## config.mk

```make
export PLATFORM = sky130hd
export DESIGN_NAME = alu_seq_flat
export DESIGN_NICKNAME = d
export VERILOG_FILES = /design/src/rtl/alu_pkg.sv /design/src/rtl/alu_seq_if.sv /design/src/rtl/mdu_iter.sv /design/src/rtl/alu_seq.sv /design/src/flat_wrapper.sv
export SDC_FILE = /design/constraint.sdc
export NUM_CORES = 1
export LEC_CHECK = 0
export CAP_MARGIN = 20
export CELL_PAD_IN_SITES_DETAIL_PLACEMENT = 0
export CELL_PAD_IN_SITES_GLOBAL_PLACEMENT = 2
export CORE_MARGIN = 4
export CORE_UTILIZATION = 37
export DETAILED_ROUTE_END_ITERATION = 7
export PLACE_DENSITY_LB_ADDON = 0.1
export SETUP_SLACK_MARGIN = 0.2
export SYNTH_ARGS = -nofsm -noshare
export SYNTH_HDL_FRONTEND = slang
export SYNTH_SLANG_ARGS = --single-unit
```

## constraint.sdc

```tcl
create_clock -name clk -period 16.05 [get_ports clk]
set_input_delay 4.815 -clock clk [delete_from_list [all_inputs] [get_ports clk]]
set_output_delay 4.815 -clock clk [all_outputs]
set_load 0.005 [all_outputs]
```

## src/rtl/alu_pkg.sv

```systemverilog
// Shared opcodes, FSM state encoding and multiply/divide mode for the execute-stage ALU.
package alu_pkg;

  localparam logic [3:0] OP_AND   = 4'b0000;
  localparam logic [3:0] OP_OR    = 4'b0001;
  localparam logic [3:0] OP_ADD   = 4'b0010;
  localparam logic [3:0] OP_SUB   = 4'b0110;
  localparam logic [3:0] OP_SLT   = 4'b0111;
  localparam logic [3:0] OP_SLTU  = 4'b1000;
  localparam logic [3:0] OP_XOR   = 4'b1001;
  localparam logic [3:0] OP_NOR   = 4'b1010;
  localparam logic [3:0] OP_MULTU = 4'b1100;
  localparam logic [3:0] OP_DIVU  = 4'b1101;

  typedef enum logic [1:0] {
    S_IDLE = 2'd0,
    S_BUSY = 2'd1,
    S_DONE = 2'd2
  } state_t;

  typedef enum logic {
    M_MUL = 1'b0,
    M_DIV = 1'b1
  } mdu_mode_t;

  function automatic logic is_iter(logic [3:0] op);
    return (op == OP_MULTU) || (op == OP_DIVU);
  endfunction

endpackage

```

## src/rtl/alu_seq_if.sv

```systemverilog
// Operand/result handshake bundle between the issue logic and the ALU.
interface alu_seq_if #(parameter int DATA_WIDTH = 32);
  logic                  in_valid;
  logic                  in_ready;
  logic [DATA_WIDTH-1:0] A;
  logic [DATA_WIDTH-1:0] B;
  logic [3:0]            ALUop;
  logic                  out_valid;
  logic                  out_ready;
  logic [DATA_WIDTH-1:0] Result;
  logic [DATA_WIDTH-1:0] ResultHi;
  logic                  Overflow;
  logic                  CarryOut;
  logic                  Zero;

  modport master (
    output in_valid, A, B, ALUop, out_ready,
    input  in_ready, out_valid, Result, ResultHi, Overflow, CarryOut, Zero
  );

  modport slave (
    input  in_valid, A, B, ALUop, out_ready,
    output in_ready, out_valid, Result, ResultHi, Overflow, CarryOut, Zero
  );
endinterface

```

## src/rtl/mdu_iter.sv

```systemverilog
// Iterative unsigned shift-add multiplier / restoring divider sharing one shift register and adder.
// Latency: DATA_WIDTH cycles from i_start; o_done marks the last iteration, o_lo/o_hi are its final values.
// Backpressure: none; the caller only starts it when idle and captures the result on o_done.
module mdu_iter import alu_pkg::*; #(
  parameter int DATA_WIDTH = 32
) (
  input  logic                  clk,
  input  logic                  rst,
  input  logic                  i_start,
  input  mdu_mode_t             i_mode,
  input  logic [DATA_WIDTH-1:0] i_a,
  input  logic [DATA_WIDTH-1:0] i_b,
  output logic                  o_done,
  output logic [DATA_WIDTH-1:0] o_lo,
  output logic [DATA_WIDTH-1:0] o_hi
);
  localparam int W  = DATA_WIDTH;
  localparam int CW = $clog2(W);

  logic            r_busy;
  mdu_mode_t       r_mode;
  logic [CW-1:0]   r_cnt;
  logic [W-1:0]    r_hi;
  logic [W-1:0]    r_lo;
  logic [W-1:0]    r_b;
  logic [W+1:0]    w_lhs;
  logic [W+1:0]    w_rhs;
  logic [W+1:0]    w_add;
  logic            w_cin;
  logic [W-1:0]    w_hi_nxt;
  logic [W-1:0]    w_lo_nxt;

  // Division subtracts via complement; the top bit of w_add is the borrow.
  always_comb begin
    w_cin = (r_mode == M_DIV);
    w_lhs = {2'b00, r_hi};
    w_rhs = r_lo[0] ? {2'b00, r_b} : '0;
    if (r_mode == M_DIV) begin
      w_lhs = {1'b0, r_hi, r_lo[W-1]};
      w_rhs = ~{2'b00, r_b};
    end
    w_add = w_lhs + w_rhs + {{(W+1){1'b0}}, w_cin};
  end

  always_comb begin
    w_hi_nxt = w_add[W:1];
    w_lo_nxt = {w_add[0], r_lo[W-1:1]};
    if (r_mode == M_DIV) begin
      if (!w_add[W+1]) begin
        w_hi_nxt = w_add[W-1:0];
        w_lo_nxt = {r_lo[W-2:0], 1'b1};
      end else begin
        w_hi_nxt = {r_hi[W-2:0], r_lo[W-1]};
        w_lo_nxt = {r_lo[W-2:0], 1'b0};
      end
    end
  end

  assign o_done = r_busy && (r_cnt == CW'(W - 1));
  assign o_lo   = w_lo_nxt;
  assign o_hi   = w_hi_nxt;

  always_ff @(posedge clk) begin
    if (rst) begin
      r_busy <= 1'b0;
      r_mode <= M_MUL;
      r_cnt  <= '0;
      r_hi   <= '0;
      r_lo   <= '0;
      r_b    <= '0;
    end else if (i_start) begin
      r_busy <= 1'b1;
      r_mode <= i_mode;
      r_cnt  <= '0;
      r_hi   <= '0;
      r_lo   <= i_a;
      r_b    <= i_b;
    end else if (r_busy) begin
      r_hi  <= w_hi_nxt;
      r_lo  <= w_lo_nxt;
      r_cnt <= o_done ? '0 : r_cnt + 1'b1;
      if (o_done) r_busy <= 1'b0;
    end
  end

endmodule

```

## src/rtl/alu_seq.sv

```systemverilog
// Handshaked execute-stage ALU: logic/arith/compare in one cycle, MULTU/DIVU iterative into HI/LO.
// Latency: 1 cycle for single-cycle ops and divide-by-zero, DATA_WIDTH+1 for MULTU/DIVU.
// Backpressure: results held while out_ready is low; in DONE a new operand is taken only with out_ready.
module alu_seq import alu_pkg::*; #(
  parameter int DATA_WIDTH = 32
) (
  input  logic      clk,
  input  logic      rst,
  alu_seq_if.slave  s_alu
);
  localparam int W = DATA_WIDTH;

  state_t       r_state;
  state_t       w_state_nxt;
  logic         w_accept;
  logic         w_div0;
  logic         w_iter;
  logic         w_start;
  mdu_mode_t    w_mode;
  logic         w_mdu_done;
  logic [W-1:0] w_mdu_lo;
  logic [W-1:0] w_mdu_hi;
  logic [W:0]   w_sum;
  logic [W:0]   w_diff;
  logic         w_add_ovf;
  logic         w_sub_ovf;
  logic [W-1:0] w_res;
  logic         w_ovf;
  logic         w_cout;
  logic [W-1:0] r_res;
  logic [W-1:0] r_hi;
  logic         r_ovf;
  logic         r_cout;
  logic         r_zero;

  assign s_alu.in_ready = (r_state == S_IDLE) || ((r_state == S_DONE) && s_alu.out_ready);
  assign w_accept = s_alu.in_valid && s_alu.in_ready;
  assign w_div0   = (s_alu.ALUop == OP_DIVU) && (s_alu.B == '0);
  assign w_iter   = is_iter(s_alu.ALUop) && !w_div0;
  assign w_start  = w_accept && w_iter;
  assign w_mode   = (s_alu.ALUop == OP_DIVU) ? M_DIV : M_MUL;

  mdu_iter #(.DATA_WIDTH(W)) u_mdu (
    .clk     (clk),
    .rst     (rst),
    .i_start (w_start),
    .i_mode  (w_mode),
    .i_a     (s_alu.A),
    .i_b     (s_alu.B),
    .o_done  (w_mdu_done),
    .o_lo    (w_mdu_lo),
    .o_hi    (w_mdu_hi)
  );

  always_ff @(posedge clk) begin
    if (rst) r_state <= S_IDLE;
    else     r_state <= w_state_nxt;
  end

  // An accept in DONE implies out_ready, so handoff and the new op share the edge.
  always_comb begin
    w_state_nxt = r_state;
    case (r_state)
      S_IDLE:  if (w_accept) w_state_nxt = w_iter ? S_BUSY : S_DONE;
      S_BUSY:  if (w_mdu_done) w_state_nxt = S_DONE;
      S_DONE: begin
        if (w_accept)             w_state_nxt = w_iter ? S_BUSY : S_DONE;
        else if (s_alu.out_ready) w_state_nxt = S_IDLE;
      end
      default: w_state_nxt = S_IDLE;
    endcase
  end

  assign w_sum     = {1'b0, s_alu.A} + {1'b0, s_alu.B};
  assign w_diff    = {1'b0, s_alu.A} - {1'b0, s_alu.B};
  assign w_add_ovf = (s_alu.A[W-1] == s_alu.B[W-1]) && (w_sum[W-1] != s_alu.A[W-1]);
  assign w_sub_ovf = (s_alu.A[W-1] != s_alu.B[W-1]) && (w_diff[W-1] != s_alu.A[W-1]);

  always_comb begin
    w_res  = s_alu.A & s_alu.B;
    w_ovf  = 1'b0;
    w_cout = 1'b0;
    case (s_alu.ALUop)
      OP_AND:  w_res = s_alu.A & s_alu.B;
      OP_OR:   w_res = s_alu.A | s_alu.B;
      OP_ADD:  begin w_res = w_sum[W-1:0];  w_ovf = w_add_ovf; w_cout = w_sum[W];  end
      OP_SUB:  begin w_res = w_diff[W-1:0]; w_ovf = w_sub_ovf; w_cout = w_diff[W]; end
      OP_SLT:  w_res = {{(W-1){1'b0}}, w_diff[W-1] ^ w_sub_ovf};
      OP_SLTU: w_res = {{(W-1){1'b0}}, w_diff[W]};
      OP_XOR:  w_res = s_alu.A ^ s_alu.B;
      OP_NOR:  w_res = ~(s_alu.A | s_alu.B);
      OP_DIVU: begin w_res = '1; w_ovf = 1'b1; end
      default: w_res = s_alu.A & s_alu.B;
    endcase
  end

  always_ff @(posedge clk) begin
    if (rst) begin
      r_res  <= '0;
      r_hi   <= '0;
      r_ovf  <= 1'b0;
      r_cout <= 1'b0;
      r_zero <= 1'b0;
    end else if (w_accept && !w_iter) begin
      r_res  <= w_res;
      r_hi   <= w_div0 ? s_alu.A : '0;
      r_ovf  <= w_ovf;
      r_cout <= w_cout;
      r_zero <= (w_res == '0);
    end else if (w_mdu_done && (r_state == S_BUSY)) begin
      r_res  <= w_mdu_lo;
      r_hi   <= w_mdu_hi;
      r_ovf  <= 1'b0;
      r_cout <= 1'b0;
      r_zero <= (w_mdu_lo == '0);
    end
  end

  assign s_alu.out_valid = (r_state == S_DONE);
  assign s_alu.Result    = r_res;
  assign s_alu.ResultHi  = r_hi;
  assign s_alu.Overflow  = r_ovf;
  assign s_alu.CarryOut  = r_cout;
  assign s_alu.Zero      = r_zero;

endmodule

```

## src/flat_wrapper.sv

```systemverilog
// flat-port wrapper written by rule: the top's interface ports become plain ports
module alu_seq_flat import alu_pkg::*;
#(
  parameter int DATA_WIDTH = 32
)
  (clk, rst, s_alu_in_valid, s_alu_A, s_alu_B, s_alu_ALUop, s_alu_out_ready, s_alu_in_ready, s_alu_out_valid, s_alu_Result, s_alu_ResultHi, s_alu_Overflow, s_alu_CarryOut, s_alu_Zero);
  alu_seq_if #(.DATA_WIDTH(DATA_WIDTH)) s_alu_i ();
  input  logic clk;
  input  logic rst;
  input wire logic [$bits(s_alu_i.in_valid)-1:0] s_alu_in_valid;
  input wire logic [$bits(s_alu_i.A)-1:0] s_alu_A;
  input wire logic [$bits(s_alu_i.B)-1:0] s_alu_B;
  input wire logic [$bits(s_alu_i.ALUop)-1:0] s_alu_ALUop;
  input wire logic [$bits(s_alu_i.out_ready)-1:0] s_alu_out_ready;
  output wire logic [$bits(s_alu_i.in_ready)-1:0] s_alu_in_ready;
  output wire logic [$bits(s_alu_i.out_valid)-1:0] s_alu_out_valid;
  output wire logic [$bits(s_alu_i.Result)-1:0] s_alu_Result;
  output wire logic [$bits(s_alu_i.ResultHi)-1:0] s_alu_ResultHi;
  output wire logic [$bits(s_alu_i.Overflow)-1:0] s_alu_Overflow;
  output wire logic [$bits(s_alu_i.CarryOut)-1:0] s_alu_CarryOut;
  output wire logic [$bits(s_alu_i.Zero)-1:0] s_alu_Zero;
  assign s_alu_i.in_valid = s_alu_in_valid;
  assign s_alu_i.A = s_alu_A;
  assign s_alu_i.B = s_alu_B;
  assign s_alu_i.ALUop = s_alu_ALUop;
  assign s_alu_i.out_ready = s_alu_out_ready;
  assign s_alu_in_ready = s_alu_i.in_ready;
  assign s_alu_out_valid = s_alu_i.out_valid;
  assign s_alu_Result = s_alu_i.Result;
  assign s_alu_ResultHi = s_alu_i.ResultHi;
  assign s_alu_Overflow = s_alu_i.Overflow;
  assign s_alu_CarryOut = s_alu_i.CarryOut;
  assign s_alu_Zero = s_alu_i.Zero;
  alu_seq #(.DATA_WIDTH(DATA_WIDTH)) u_core (.clk(clk), .rst(rst), .s_alu(s_alu_i));
endmodule
```

==> out/qor.csv <==
metric,value,unit
status,"finished, final reports clean",
top_reg_cell synth,dfxtp_1,
area of the die,0.0497,mm2
fmax,0.0912,GHz
FF-to-FF path depth,16,
pwr/cell area,69.6,mW/mm2
CTS Sinks,172,
post_cts resized,0,
"Net count, final",2602,
RR Startpoint,u_core.u_mdu.r_mode,
Post-synth EDFFs,0,
"Reg clk slew, reported paths",0.06,ns
share of post-route cells with drive strength above 1,7.17,%
final WL,78300,um
CTS root buffer,clkbuf_16,
hold-fix buffers at CTS,0,
Pleak,7.30,nW
CTS tree,yes,
Tot GR Track Use,30.1,%
post-DR wirelength/cell,26.1,um
"most common cell after layout, fill and taps aside",a21oi_1,
Final HPWL DP,57900,um
PortBufs,140,
Layout area overhead,13.1,%
initial antenna violation count,1,
CP dominant cell by count,clkdlybuf4s50_1,
first-iteration detailed-routing DRC count,1941,
fraction of registers with async set/reset,0,%
CORE AREA,0.0456,mm2
CP cell instances,clkdlybuf4s50_1 -> inv_1 -> a21oi_1 -> clkdlybuf4s50_1,
DRC Markers,0,
router iterations before antenna repair,7,
Top delay family on crit path,buffers and inverters,
fin crit share,68.3,%
"antenna viol nets, final",0,
clock tree buffer depth,2,
Setup Buffers After CTS,0,
final setup fails,0,
row count,78,
Startpoint Class,input pin,
Relative slew margins,28.2,%
RSZ-0062 raised after global routing,false,
io pins,141,
CP endpoint kind,output pin,
H-Tree Depth,4,
Die Y,223,um
VDD IR-drop max,0.0694,mV
Worst Hold Launch,u_core.u_mdu.r_b[2],
"critical path fanouts, max",3,
YS warnings,0,
Vias/cell,6.16,
total grt overflow,0,
first-pass GRT wire length,116000,um
vias in the first global route,17400,
"Slowest-stage cell, CP",clkdlybuf4s50_1,
layout filler cell count,4808,
TNS Setup,0,ns
Hold Fails Final Rpt,0,
"Cell Area, Synth",0.0171,mm2
CP arrival,6.15,ns
Final Wtd Congestion,0.951,
Yosys reg bits,172,
Vias,18500,
max_cap viols,0,
Worst path max stage delay,0.56,ns
Starting Density,37.5,%
Worst-Margin Slew,1.07,ns
Hold Path Class,reg -> reg,
Final Hold Slack,0.467,ns
register area share after synthesis,20.1,%
most frequent cells in the layout,"271 x a21oi_1, 255 x nor2_1, 250 x nand2_1, 170 x dfxtp_1",
Crit path required time,11.23,ns
CP Class,in -> out,
Hold EP,u_core.u_mdu.r_b[2],
CTS buffer count,17,
Mapped Nets,2585,
Yosys cell types,102,
reg2reg end,u_core.s_alu.ResultHi[2],
pin count of the biggest net entering global routing,67,
Horiz. Die Dim,223,um
CP Buf/Inv Count,3,
fin. max-slew vios,0,
min cycle time layout,10.96,ns
post-synthesis area per instance,7.21,um2
Hold Path Cell Cnt,2,
Setup Skew,0.00922,ns
Syn Inst Count,2371,
reg2reg setup slack,10.18,ns
clk_lat worst skew,0.45,ns
## cell families after synthesis
kind of cell               share of synthesized area (%)
muxes                                               7.09
DFF                                                 20.1
buffers and inverters                               7.40
AOI/OAI and AO/OA                                   32.1
and+or+nand+nor                                     20.9
adders and majority gates                           10.6
xor gates and xnor gates                            1.79
## worst min-delay path, cell delays in order, from the launching register on
cell and delay (ns):
dfxtp_1 0.32, nand2_1 0.05, a21oi_1 0.05
## where the power goes
part	switching, mW	internal, mW
Combinational	0.283	0.158
Sequential	0.0215	0.447
Clock	0.183	0.253
Total	0.488	0.858
## per-layer routing
layer	track usage, %	up-vias	part of all wire [%]
met2	45.8	704	43
met4	8.87	0	3.2
met5	0	-	0
met1	44.1	8985	47
met3	4.21	93	5.9
li1	-	8723	-
## cell type report
type	count	area (um2)	area share [%]
Timing Repair Buffer	175	1650	8.54
Clock inverter	6	82.6	0.427
Tap cell	600	751	3.88
Sequential cell	172	3450	17.8
Antenna cell	2	5.00	0.0259
Clock buffer	25	515	2.66
Multi-Input combinational cell	1904	12400	64.3
Inverter	118	457	2.36
## registers in the layout (all words and copies together) (netlist names), 2 cells and up
register / count
u_core.r_state: 2
u_core.s_alu.Result: 32
u_core.s_alu.ResultHi: 32
u_core.u_mdu.r_b: 32
u_core.u_mdu.r_cnt: 5
u_core.u_mdu.r_hi: 32
u_core.u_mdu.r_lo: 32
## synth_stat cells, types with 9 or more instances
library cell  number  area share (%)
ha_1             137              10
a221oi_1          23             1.2
a211oi_1          38             1.7
a22oi_1           19            0.83
nand3_1           69             2.0
xnor2_1           24             1.2
nand2b_1          15            0.55
o31ai_1           17            0.75
buf_1             21            0.46
o221a_2           12            0.79
o2111ai_1          9            0.46
mux2i_1           84             4.9
o221ai_1          13            0.67
and3_1             9            0.33
and2_1            12            0.44
a2111oi_0         15            0.77
xor2_1            11            0.56
a31oi_1           24            0.88
nor2b_1           20            0.73
mux2_2            32             2.1
inv_1            116             2.5
o21bai_1          16            0.70
o211ai_1          55             2.4
nor2_1           257             5.6
clkbuf_1         126             2.8
o21ai_0          136             4.0
dfxtp_1          172              20
nand2_1          250             5.5
nor3_1            36             1.1
a21o_1            25             1.1
or2_2             14            0.51
o22ai_1           30             1.1
o21a_1            21            0.92
a21oi_1          271             7.9
buf_2             13            0.38
nand4_1           28             1.0
nor4_1            32             1.2
## worst max path at each step
stage / start / end / slack (ns) / cells after the start
after floorplan: s_alu_out_ready / s_alu_in_ready / 6.17 / 2
after global placement: s_alu_out_ready / s_alu_in_ready / 5.13 / 4
after detailed placement: s_alu_out_ready / s_alu_in_ready / 5.12 / 4
after CTS: s_alu_out_ready / s_alu_in_ready / 5.10 / 4
after global routing: s_alu_out_ready / s_alu_in_ready / 5.05 / 4
final: s_alu_out_ready / s_alu_in_ready / 5.09 / 4
## stage by stage
stage	utilization, %	cell area [um2]	instances	power (mW)	worst slack, ns
6_report	42.4	19300	3002	1.35	5.09
5_1_grt	42.4	19300	3000	1.40	5.05
4_1_cts	42.4	19300	3000	1.34	5.10
3_3_place_gp	41.1	18700	2969	0.910	5.13
2_1_floorplan	-	17100	2371	0.729	6.17
3_5_place_dp	41.1	18700	2969	0.910	5.12
No activity file was read; power rests on OpenSTA's default activity.
